==> src/rtl/synapse_delay_sched_pkg.sv <==
// Shared types and helpers for the synapse delay timing-wheel scheduler.
// slot_index maps a wheel pointer and a delay onto the slot that releases on tick ptr+d-1.
package synapse_sched_pkg;

   localparam int D_MAX_DEF = 8;
   localparam int DW_DEF    = $clog2(D_MAX_DEF + 1);

   typedef logic [DW_DEF-1:0] delay_t;

   function automatic int unsigned slot_index(input int unsigned ptr,
                                              input int unsigned d,
                                              input int unsigned d_max);
      return (ptr + d - 1) % d_max;
   endfunction

endpackage

==> src/rtl/synapse_delay_sched_if.sv <==
// Spike-fabric / config / dendrite bundle around the delay scheduler.
// master drives ticks, spikes and delay writes; slave returns dendrite spikes and status.
interface synapse_delay_sched_if #(
   parameter int S     = 16,
   parameter int D_MAX = 8,
   parameter int DW    = $clog2(D_MAX + 1),
   parameter int AW    = $clog2(S)
);
   logic          tick;
   logic [S-1:0]  spike_in;
   logic          cfg_we;
   logic [AW-1:0] cfg_addr;
   logic [DW-1:0] cfg_delay;
   logic [S-1:0]  spike_out;
   logic          spike_valid;
   logic          pending;
   logic          cfg_err;
   logic          merge_err;

   modport master (
      output tick, spike_in, cfg_we, cfg_addr, cfg_delay,
      input  spike_out, spike_valid, pending, cfg_err, merge_err
   );

   modport slave (
      input  tick, spike_in, cfg_we, cfg_addr, cfg_delay,
      output spike_out, spike_valid, pending, cfg_err, merge_err
   );
endinterface

==> src/rtl/synapse_delay_ring.sv <==
// D_MAX x S timing wheel: head slot is read and cleared on advance, set_mask ORs future spikes in.
// Single-cycle update, no backpressure; collision flags a set onto an already-occupied bit.
module synapse_delay_ring #(
   parameter int S     = 16,
   parameter int D_MAX = 8,
   parameter int PW    = (D_MAX > 1) ? $clog2(D_MAX) : 1
) (
   input  logic                       clk,
   input  logic                       reset,
   input  logic                       advance,
   input  logic [D_MAX-1:0][S-1:0]    set_mask,
   output logic [PW-1:0]              ptr,
   output logic [S-1:0]               head,
   output logic                       collision,
   output logic                       pending
);

   logic [D_MAX-1:0][S-1:0] slot_q, slot_d;
   logic [PW-1:0]           ptr_q, ptr_d;
   logic                    pending_q, pending_d;

   always_comb begin
      slot_d    = slot_q;
      ptr_d     = ptr_q;
      collision = 1'b0;
      if (advance) begin
         slot_d[ptr_q] = '0;
         ptr_d         = (ptr_q == PW'(D_MAX - 1)) ? '0 : ptr_q + 1'b1;
      end
      // set_mask never targets the head slot, so the clear above and these sets are disjoint
      for (int k = 0; k < D_MAX; k++) begin
         collision = collision | (|(slot_q[k] & set_mask[k]));
         slot_d[k] = slot_d[k] | set_mask[k];
      end
      pending_d = |slot_d;
   end

   always_ff @(posedge clk) begin
      if (reset) begin
         slot_q    <= '0;
         ptr_q     <= '0;
         pending_q <= 1'b0;
      end else begin
         slot_q    <= slot_d;
         ptr_q     <= ptr_d;
         pending_q <= pending_d;
      end
   end

   assign ptr     = ptr_q;
   assign head    = slot_q[ptr_q];
   assign pending = pending_q;

endmodule

==> src/rtl/synapse_delay_sched.sv <==
// Per-synapse programmable delay scheduler built on a shared timing wheel; delay 1 is same-tick pass-through.
// spike_out/spike_valid update the cycle after tick; accepts one tick per cycle, no backpressure.
module synapse_delay_sched
   import synapse_sched_pkg::*;
#(
   parameter int S     = 16,
   parameter int D_MAX = D_MAX_DEF,
   parameter int DW    = $clog2(D_MAX + 1)
) (
   input  logic                 clk,
   input  logic                 reset,
   synapse_delay_sched_if.slave bus
);

   localparam int PW = (D_MAX > 1) ? $clog2(D_MAX) : 1;

   logic [DW-1:0]           delay_q [S];
   logic [DW-1:0]           delay_d [S];
   logic [S-1:0]            spike_out_q, spike_out_d;
   logic                    spike_valid_q, spike_valid_d;
   logic                    cfg_err_q, cfg_err_d;
   logic                    merge_err_q, merge_err_d;

   logic [D_MAX-1:0][S-1:0] set_mask;
   logic [S-1:0]            mask_d1;
   logic [S-1:0]            head;
   logic [PW-1:0]           ptr;
   logic                    collision;
   logic                    ring_pending;
   logic                    cfg_ok;
   int unsigned             tgt;

   synapse_delay_ring #(
      .S     (S),
      .D_MAX (D_MAX),
      .PW    (PW)
   ) u_ring (
      .clk       (clk),
      .reset     (reset),
      .advance   (bus.tick),
      .set_mask  (set_mask),
      .ptr       (ptr),
      .head      (head),
      .collision (collision),
      .pending   (ring_pending)
   );

   // Scheduling reads delay_q, so a write landing with a tick only affects later ticks
   always_comb begin
      set_mask = '0;
      mask_d1  = '0;
      tgt      = 0;
      for (int j = 0; j < S; j++) begin
         mask_d1[j] = (delay_q[j] == DW'(1));
         if (bus.tick && bus.spike_in[j] && (delay_q[j] > DW'(1))) begin
            tgt                     = slot_index(32'(ptr), 32'(delay_q[j]), 32'(D_MAX));
            set_mask[tgt[PW-1:0]][j] = 1'b1;
         end
      end
   end

   always_comb begin
      cfg_ok = (bus.cfg_delay != '0) && (bus.cfg_delay <= DW'(D_MAX));
      for (int j = 0; j < S; j++) begin
         delay_d[j] = delay_q[j];
      end
      if (bus.cfg_we && cfg_ok) begin
         delay_d[bus.cfg_addr] = bus.cfg_delay;
      end
      cfg_err_d     = cfg_err_q | (bus.cfg_we & ~cfg_ok);
      merge_err_d   = merge_err_q | collision;
      spike_valid_d = bus.tick;
      spike_out_d   = bus.tick ? (head | (bus.spike_in & mask_d1)) : spike_out_q;
   end

   always_ff @(posedge clk) begin
      if (reset) begin
         for (int j = 0; j < S; j++) begin
            delay_q[j] <= DW'(1);
         end
         spike_out_q   <= '0;
         spike_valid_q <= 1'b0;
         cfg_err_q     <= 1'b0;
         merge_err_q   <= 1'b0;
      end else begin
         for (int j = 0; j < S; j++) begin
            delay_q[j] <= delay_d[j];
         end
         spike_out_q   <= spike_out_d;
         spike_valid_q <= spike_valid_d;
         cfg_err_q     <= cfg_err_d;
         merge_err_q   <= merge_err_d;
      end
   end

   assign bus.spike_out   = spike_out_q;
   assign bus.spike_valid = spike_valid_q;
   assign bus.pending     = ring_pending;
   assign bus.cfg_err     = cfg_err_q;
   assign bus.merge_err   = merge_err_q;

endmodule

==> src/flat_wrapper.sv <==
// flat-port wrapper written by rule: the top's interface ports become plain ports
module synapse_delay_sched_flat import synapse_sched_pkg::*;
#(
   parameter int S     = 16,
   parameter int D_MAX = D_MAX_DEF,
   parameter int DW    = $clog2(D_MAX + 1)
)
  (clk, reset, bus_tick, bus_spike_in, bus_cfg_we, bus_cfg_addr, bus_cfg_delay, bus_spike_out, bus_spike_valid, bus_pending, bus_cfg_err, bus_merge_err);
  synapse_delay_sched_if #(.S(S), .D_MAX(D_MAX), .DW(DW)) bus_i ();
  input  logic clk;
  input  logic reset;
  input wire logic [$bits(bus_i.tick)-1:0] bus_tick;
  input wire logic [$bits(bus_i.spike_in)-1:0] bus_spike_in;
  input wire logic [$bits(bus_i.cfg_we)-1:0] bus_cfg_we;
  input wire logic [$bits(bus_i.cfg_addr)-1:0] bus_cfg_addr;
  input wire logic [$bits(bus_i.cfg_delay)-1:0] bus_cfg_delay;
  output wire logic [$bits(bus_i.spike_out)-1:0] bus_spike_out;
  output wire logic [$bits(bus_i.spike_valid)-1:0] bus_spike_valid;
  output wire logic [$bits(bus_i.pending)-1:0] bus_pending;
  output wire logic [$bits(bus_i.cfg_err)-1:0] bus_cfg_err;
  output wire logic [$bits(bus_i.merge_err)-1:0] bus_merge_err;
  assign bus_i.tick = bus_tick;
  assign bus_i.spike_in = bus_spike_in;
  assign bus_i.cfg_we = bus_cfg_we;
  assign bus_i.cfg_addr = bus_cfg_addr;
  assign bus_i.cfg_delay = bus_cfg_delay;
  assign bus_spike_out = bus_i.spike_out;
  assign bus_spike_valid = bus_i.spike_valid;
  assign bus_pending = bus_i.pending;
  assign bus_cfg_err = bus_i.cfg_err;
  assign bus_merge_err = bus_i.merge_err;
  synapse_delay_sched #(.S(S), .D_MAX(D_MAX), .DW(DW)) u_core (.clk(clk), .reset(reset), .bus(bus_i));
endmodule
==> config.mk <==
export PLATFORM = sky130hd
export DESIGN_NAME = synapse_delay_sched_flat
export DESIGN_NICKNAME = d
export VERILOG_FILES = /design/src/rtl/synapse_delay_sched_pkg.sv /design/src/rtl/synapse_delay_sched_if.sv /design/src/rtl/synapse_delay_ring.sv /design/src/rtl/synapse_delay_sched.sv /design/src/flat_wrapper.sv
export SDC_FILE = /design/constraint.sdc
export NUM_CORES = 1
export LEC_CHECK = 0
export CELL_PAD_IN_SITES_DETAIL_PLACEMENT = 0
export CELL_PAD_IN_SITES_GLOBAL_PLACEMENT = 2
export CORE_ASPECT_RATIO = 1.4
export CORE_MARGIN = 2
export CORE_UTILIZATION = 34
export CTS_CLUSTER_SIZE = 25
export DETAILED_ROUTE_END_ITERATION = 7
export GPL_TIMING_DRIVEN = 0
export PLACE_DENSITY_LB_ADDON = 0.1
export SLEW_MARGIN = 20
export SYNTH_ARGS = -nofsm -noshare
export SYNTH_HDL_FRONTEND = slang
export SYNTH_SLANG_ARGS = --single-unit
export TNS_END_PERCENT = 1
==> constraint.sdc <==
create_clock -name clk -period 4.1 [get_ports clk]
set_clock_uncertainty 0.05 [all_clocks]
set_input_delay 0.82 -clock clk [delete_from_list [all_inputs] [get_ports clk]]
set_output_delay 0.82 -clock clk [all_outputs]
set_load 0.005 [all_outputs]
==> summary.txt, run 1 <==
===============================================================================================
Capturing element type of the critical path ......................................     register
Number of standard cells after synthesis .........................................         1502
Switching power ..................................................................     1.694 mW
Biggest area contributors in the synthesized netlist ............................. sky130_fd_sc_hd__dfxtp_1, sky130_fd_sc_hd__nor2_1, sky130_fd_sc_hd__mux2i_1
Vias in the first global route ...................................................        12060
Setup Total Neg Slack ............................................................  -0.06122 ns
Buffers plus inverters on the worst setup path ...................................            3
Cell repeated most along the worst path .......................................... sky130_fd_sc_hd__buf_4
Data arrival time of the worst path ..............................................      4.50 ns
DRC marker count from the first detailed-route iteration .........................         1418
Area growth from synthesis to final layout .......................................       19.32%
GRT Util Overall .................................................................       36.13%
Share of the synthesized area in compound gates (AO/OA/AOI/OAI) ..................       15.73%
Slack of the critical path .......................................................  -0.03453 ns
Total die area ...................................................................  38460 sq um
Post-synth EDFFs .................................................................            0
Vias per cell ....................................................................        6.224
Wire length on met2 ..............................................................     32.64 mm
Number of endpoints failing setup at the final stage .............................            2
Initial core utilization .........................................................       34.31%
Combinational fraction of design power ...........................................        16.5%
Main combinational cell family by area after synthesis ........................... simple AND/OR/NAND/NOR gates
Routability congestion estimate ..................................................        1.042
Sequential element share of the synthesized area .................................       34.32%
Number of antenna repair diodes ..................................................            0
Critical path startpoint category ................................................    input pin
Total Power ......................................................................     5.550 mW
Result of the run ................................................................ finished with violations
Mux cell area share after synthesis ..............................................       10.05%
CTS Buffer Depth .................................................................            3
Nets in the synthesized netlist ..................................................         1580
Combined area of all synthesized cells ...........................................  12540 sq um
Top-count cell post-synth ........................................................ sky130_fd_sc_hd__dfxtp_1
Routed metal-1 wire length .......................................................     27.71 mm
Distinct cells, synth ............................................................           69
Classification of the worst-slack hold path ...................................... register to register
Met3 wire length .................................................................     4.737 mm
Area of the placeable core .......................................................  36560 sq um
Final nets .......................................................................         1666
Number of antenna violations at the first check in global routing ................            0
Share of power burned in registers ...............................................        38.4%
Clock Sink Count .................................................................          215
Pin count of the biggest net entering global routing .............................           14
Floorplan row count ..............................................................           83
Proportion of netlist area held by the largest area contributor ..................       34.32%
Clock buffer count from CTS ......................................................           26
Post-detail-place hpwl ...........................................................     54.92 mm
Width of the die .................................................................     166.3 um
Most frequent cells after synthesis .............................................. sky130_fd_sc_hd__dfxtp_1, sky130_fd_sc_hd__nor2_1, sky130_fd_sc_hd__nand2_1, sky130_fd_sc_hd__a21oi_1, sky130_fd_sc_hd__inv_1
Register bit count reported by yosys .............................................          215
Final Hold Slack .................................................................    0.4263 ns
RSZ-0062 raised after global routing .............................................         true
Dominant cell type by area after synthesis ....................................... sky130_fd_sc_hd__dfxtp_1
Cell with the largest stage delay on the worst path .............................. sky130_fd_sc_hd__a22oi_2
Number of cells on the critical path .............................................            9
Number of max-cap violations .....................................................            0
Number of instances on the worst hold path .......................................            2
Critical-path maximum fanout .....................................................           10
Highest metal layer used by the detailed router ..................................         met4
Area share of fa/ha/maj cells after synthesis ....................................       4.989%
Setup Crit Path Kind ............................................................. input pin to register
Hold-fix buffer count after cts ..................................................            0
Fraction of synthesized cell area in xor and xnor cells ..........................       5.218%
Total area of multi-input combinational cells ....................................   7904 sq um
Grt ovf ..........................................................................            0
Leakage ..........................................................................     5.446 nW
Share of synthesized registers carrying an async set or reset ....................           0%
Via count ........................................................................        12910
Synth Flop Type .................................................................. sky130_fd_sc_hd__dfxtp_1
Die Y-Extent .....................................................................     231.2 um
Global-route wire length before repair ...........................................     96.88 mm
Internal cell power ..............................................................     3.856 mW
Avg Cell Area, Syn ...............................................................  8.349 sq um
Max Transition Viols Final .......................................................            0
Count of synthesis-stage warnings from yosys .....................................            0
Worst slew margin relative to its limit ..........................................       17.77%
Number of levels the H-tree was split into .......................................            1
Worst vdd ir .....................................................................  0.0003107 V
Top-Level Pins ...................................................................           48
Skew-Pair Late Insertion Delay ...................................................      0.58 ns
TritonCTS clock tree .............................................................         done
Final min period .................................................................     4.135 ns
Required time of the critical path ...............................................      4.47 ns
Fraction of power consumed by the clock network ..................................        45.1%
Detail Route Antenna Nets ........................................................            0
Quantity of I/O buffers inserted on ports ........................................           40
Fraction of the cycle the final worst path needs .................................       100.8%
CTS root buf ..................................................................... sky130_fd_sc_hd__clkbuf_16
Clock input transition at the sequential cells of the worst setup and hold paths .      0.07 ns
DRC violation count after routing ................................................            0
Fraction of power spent switching nets ...........................................       30.52%
Number of cells on the worst reg-to-reg path .....................................           12
Cell Pwr Density ................................................................. 370.9 nW/um^2
Violated checks .................................................................. setup timing
Post-synthesis simple-gate area fraction .........................................       24.33%
Reg area .........................................................................   4308 sq um
Final routed wire length divided by cell count ...................................     34.29 um
Crit-path leading delay family ................................................... simple AND/OR/NAND/NOR gates
Fraction of layout cells with a size suffix above 1 ..............................       11.26%
Filler cell count in the final layout ............................................         3816
Slew at the pin closest to its max-slew limit ....................................     1.233 ns
Final Routed Wirelength ..........................................................     71.11 mm
Top achievable clock speed .......................................................    241.9 MHz
Largest stage delay on the critical path .........................................      0.67 ns
Router iterations before antenna repair ..........................................            5
List of cells traversed by the critical path ..................................... clkdlybuf4s50_1 > buf_4 > buf_4 > nand4b_2 > a22oi_2 > o2111ai_1 > or3_1 > nor4_2 > a41oi_2
Hold Fails Final Rpt .............................................................            0
===============================================================================================
cell usage in the layout, fill, tap and decap left out, drive strengths merged, types with 7 or more instances in the layout:
| cell | n |
|---|---|
| a21oi | 108 |
| a22oi | 42 |
| a311oi | 16 |
| a32oi | 22 |
| and2 | 10 |
| and3 | 13 |
| and4 | 7 |
| buf | 38 |
| clkbuf | 96 |
| clkdlybuf4s50 | 40 |
| clkinv | 10 |
| dfxtp | 215 |
| ha | 50 |
| inv | 81 |
| mux2 | 7 |
| mux2i | 64 |
| mux4 | 24 |
| nand2 | 156 |
| nand2b | 7 |
| nand3 | 78 |
| nand4 | 27 |
| nand4b | 7 |
| nor2 | 172 |
| nor2b | 13 |
| nor3 | 56 |
| nor3b | 14 |
| nor4 | 18 |
| o211ai | 12 |
| o21ai | 17 |
| o311a | 11 |
| o311ai | 10 |
| o31ai | 11 |
| or3 | 11 |
| or4 | 12 |
| xnor2 | 35 |
| xor2 | 29 |
power groups by stage:
stage,Sequential (mW),Clock (mW),Combinational [mW]
global placement,2.18,0,0.782
floorplan,2.17,0,0.453
finish,2.13,2.50,0.917
detailed placement,2.18,0,0.783
global route,2.13,2.58,0.953
CTS,2.13,2.51,0.879
cell families (layout without fill, tap and decap cells):
kind of cell | count (synthesis) | count (layout)
adder cells (fa/ha/maj) | 50 | 50
AO/OA/AOI/OAI | 288 | 288
XOR/XNOR | 64 | 64
AND/OR/NAND/NOR | 623 | 623
multiplexers | 95 | 95
buffers and inverters | 167 | 272
flip-flops | 215 | 215
final cells by class:
cell class / count / area share [%]
inverters: 84 / 2.166
clock inverters: 13 / 1.087
repair buffers: 57 / 3.596
repair inverters: 1 / 0.03345
multi-input cells: 1120 / 52.82
plain buffers: 83 / 2.718
clock buffers: 34 / 4.883
flip-flops and latches: 215 / 28.79
well taps: 467 / 3.905
tightest hold or removal path, stage by stage, from the launching register on:
cell and delay [ns]:
sky130_fd_sc_hd__dfxtp_1 0.31, sky130_fd_sc_hd__nor2_1 0.08, sky130_fd_sc_hd__nor3_1 0.05
worst paths after layout:
check / from / to / slack [ns]
min reg2reg: u_core.bus.spike_out[10] / u_core.bus.spike_out[10] / 0.43
max: bus_tick / u_core.u_ring.pending / -0.03
min: u_core.bus.spike_out[10] / u_core.bus.spike_out[10] / 0.43
max reg2reg: u_core.u_ring.ptr[1] / u_core.bus.merge_err / -0.03
per-stage QoR:
stage | utilization (%) | std cells | cell area (sq um) | worst slack [ns]
finish | 40.93 | 2074 | 14960 | -0.03453
global route | 40.93 | 2074 | 14960 | -0.008111
CTS | 40.74 | 2071 | 14890 | 0.009055
detailed placement | 37.09 | 2010 | 13560 | -1.726
floorplan | - | 1502 | 12540 | 0.1270
global placement | 37.00 | 2009 | 13530 | -1.934
per-layer routing:
metal,global-route usage (%),up-vias
met4,25.51,0
li1,-,5659
met3,5.055,224
met5,0,-
met1,43.70,6347
met2,59.30,678
registers in the layout (all words and copies together), names as in the netlist:
name	cells
u_core.u_ring.slot_q	128
u_core.bus.merge_err	1
u_core.u_ring.pending	1
u_core.delay_q	64
u_core.bus.cfg_err	1
u_core.u_ring.ptr	3
u_core.bus.spike_out	16
u_core.bus.spike_valid	1
timing repair:
action,in CTS,in global routing
gates resized for setup,57,10
endpoints found under the setup margin,78,2
gates cloned,1,0
buffers inserted,13,3
pin swaps,9,8
(Power assumes the default switching activity.)
==> inputs of run 2 (changes only) <==
CTS_CLUSTER_SIZE = 16   (was 25)
==> results of run 2 <==
No change in the layout: final DEF, timing and power equal those of run 1.
==> inputs of run 3 (changes only) <==
ABC_CLOCK_PERIOD_IN_PS = 4100   (was default)
==> results of run 3 <==
No change in the layout: final DEF, timing and power equal those of run 1.
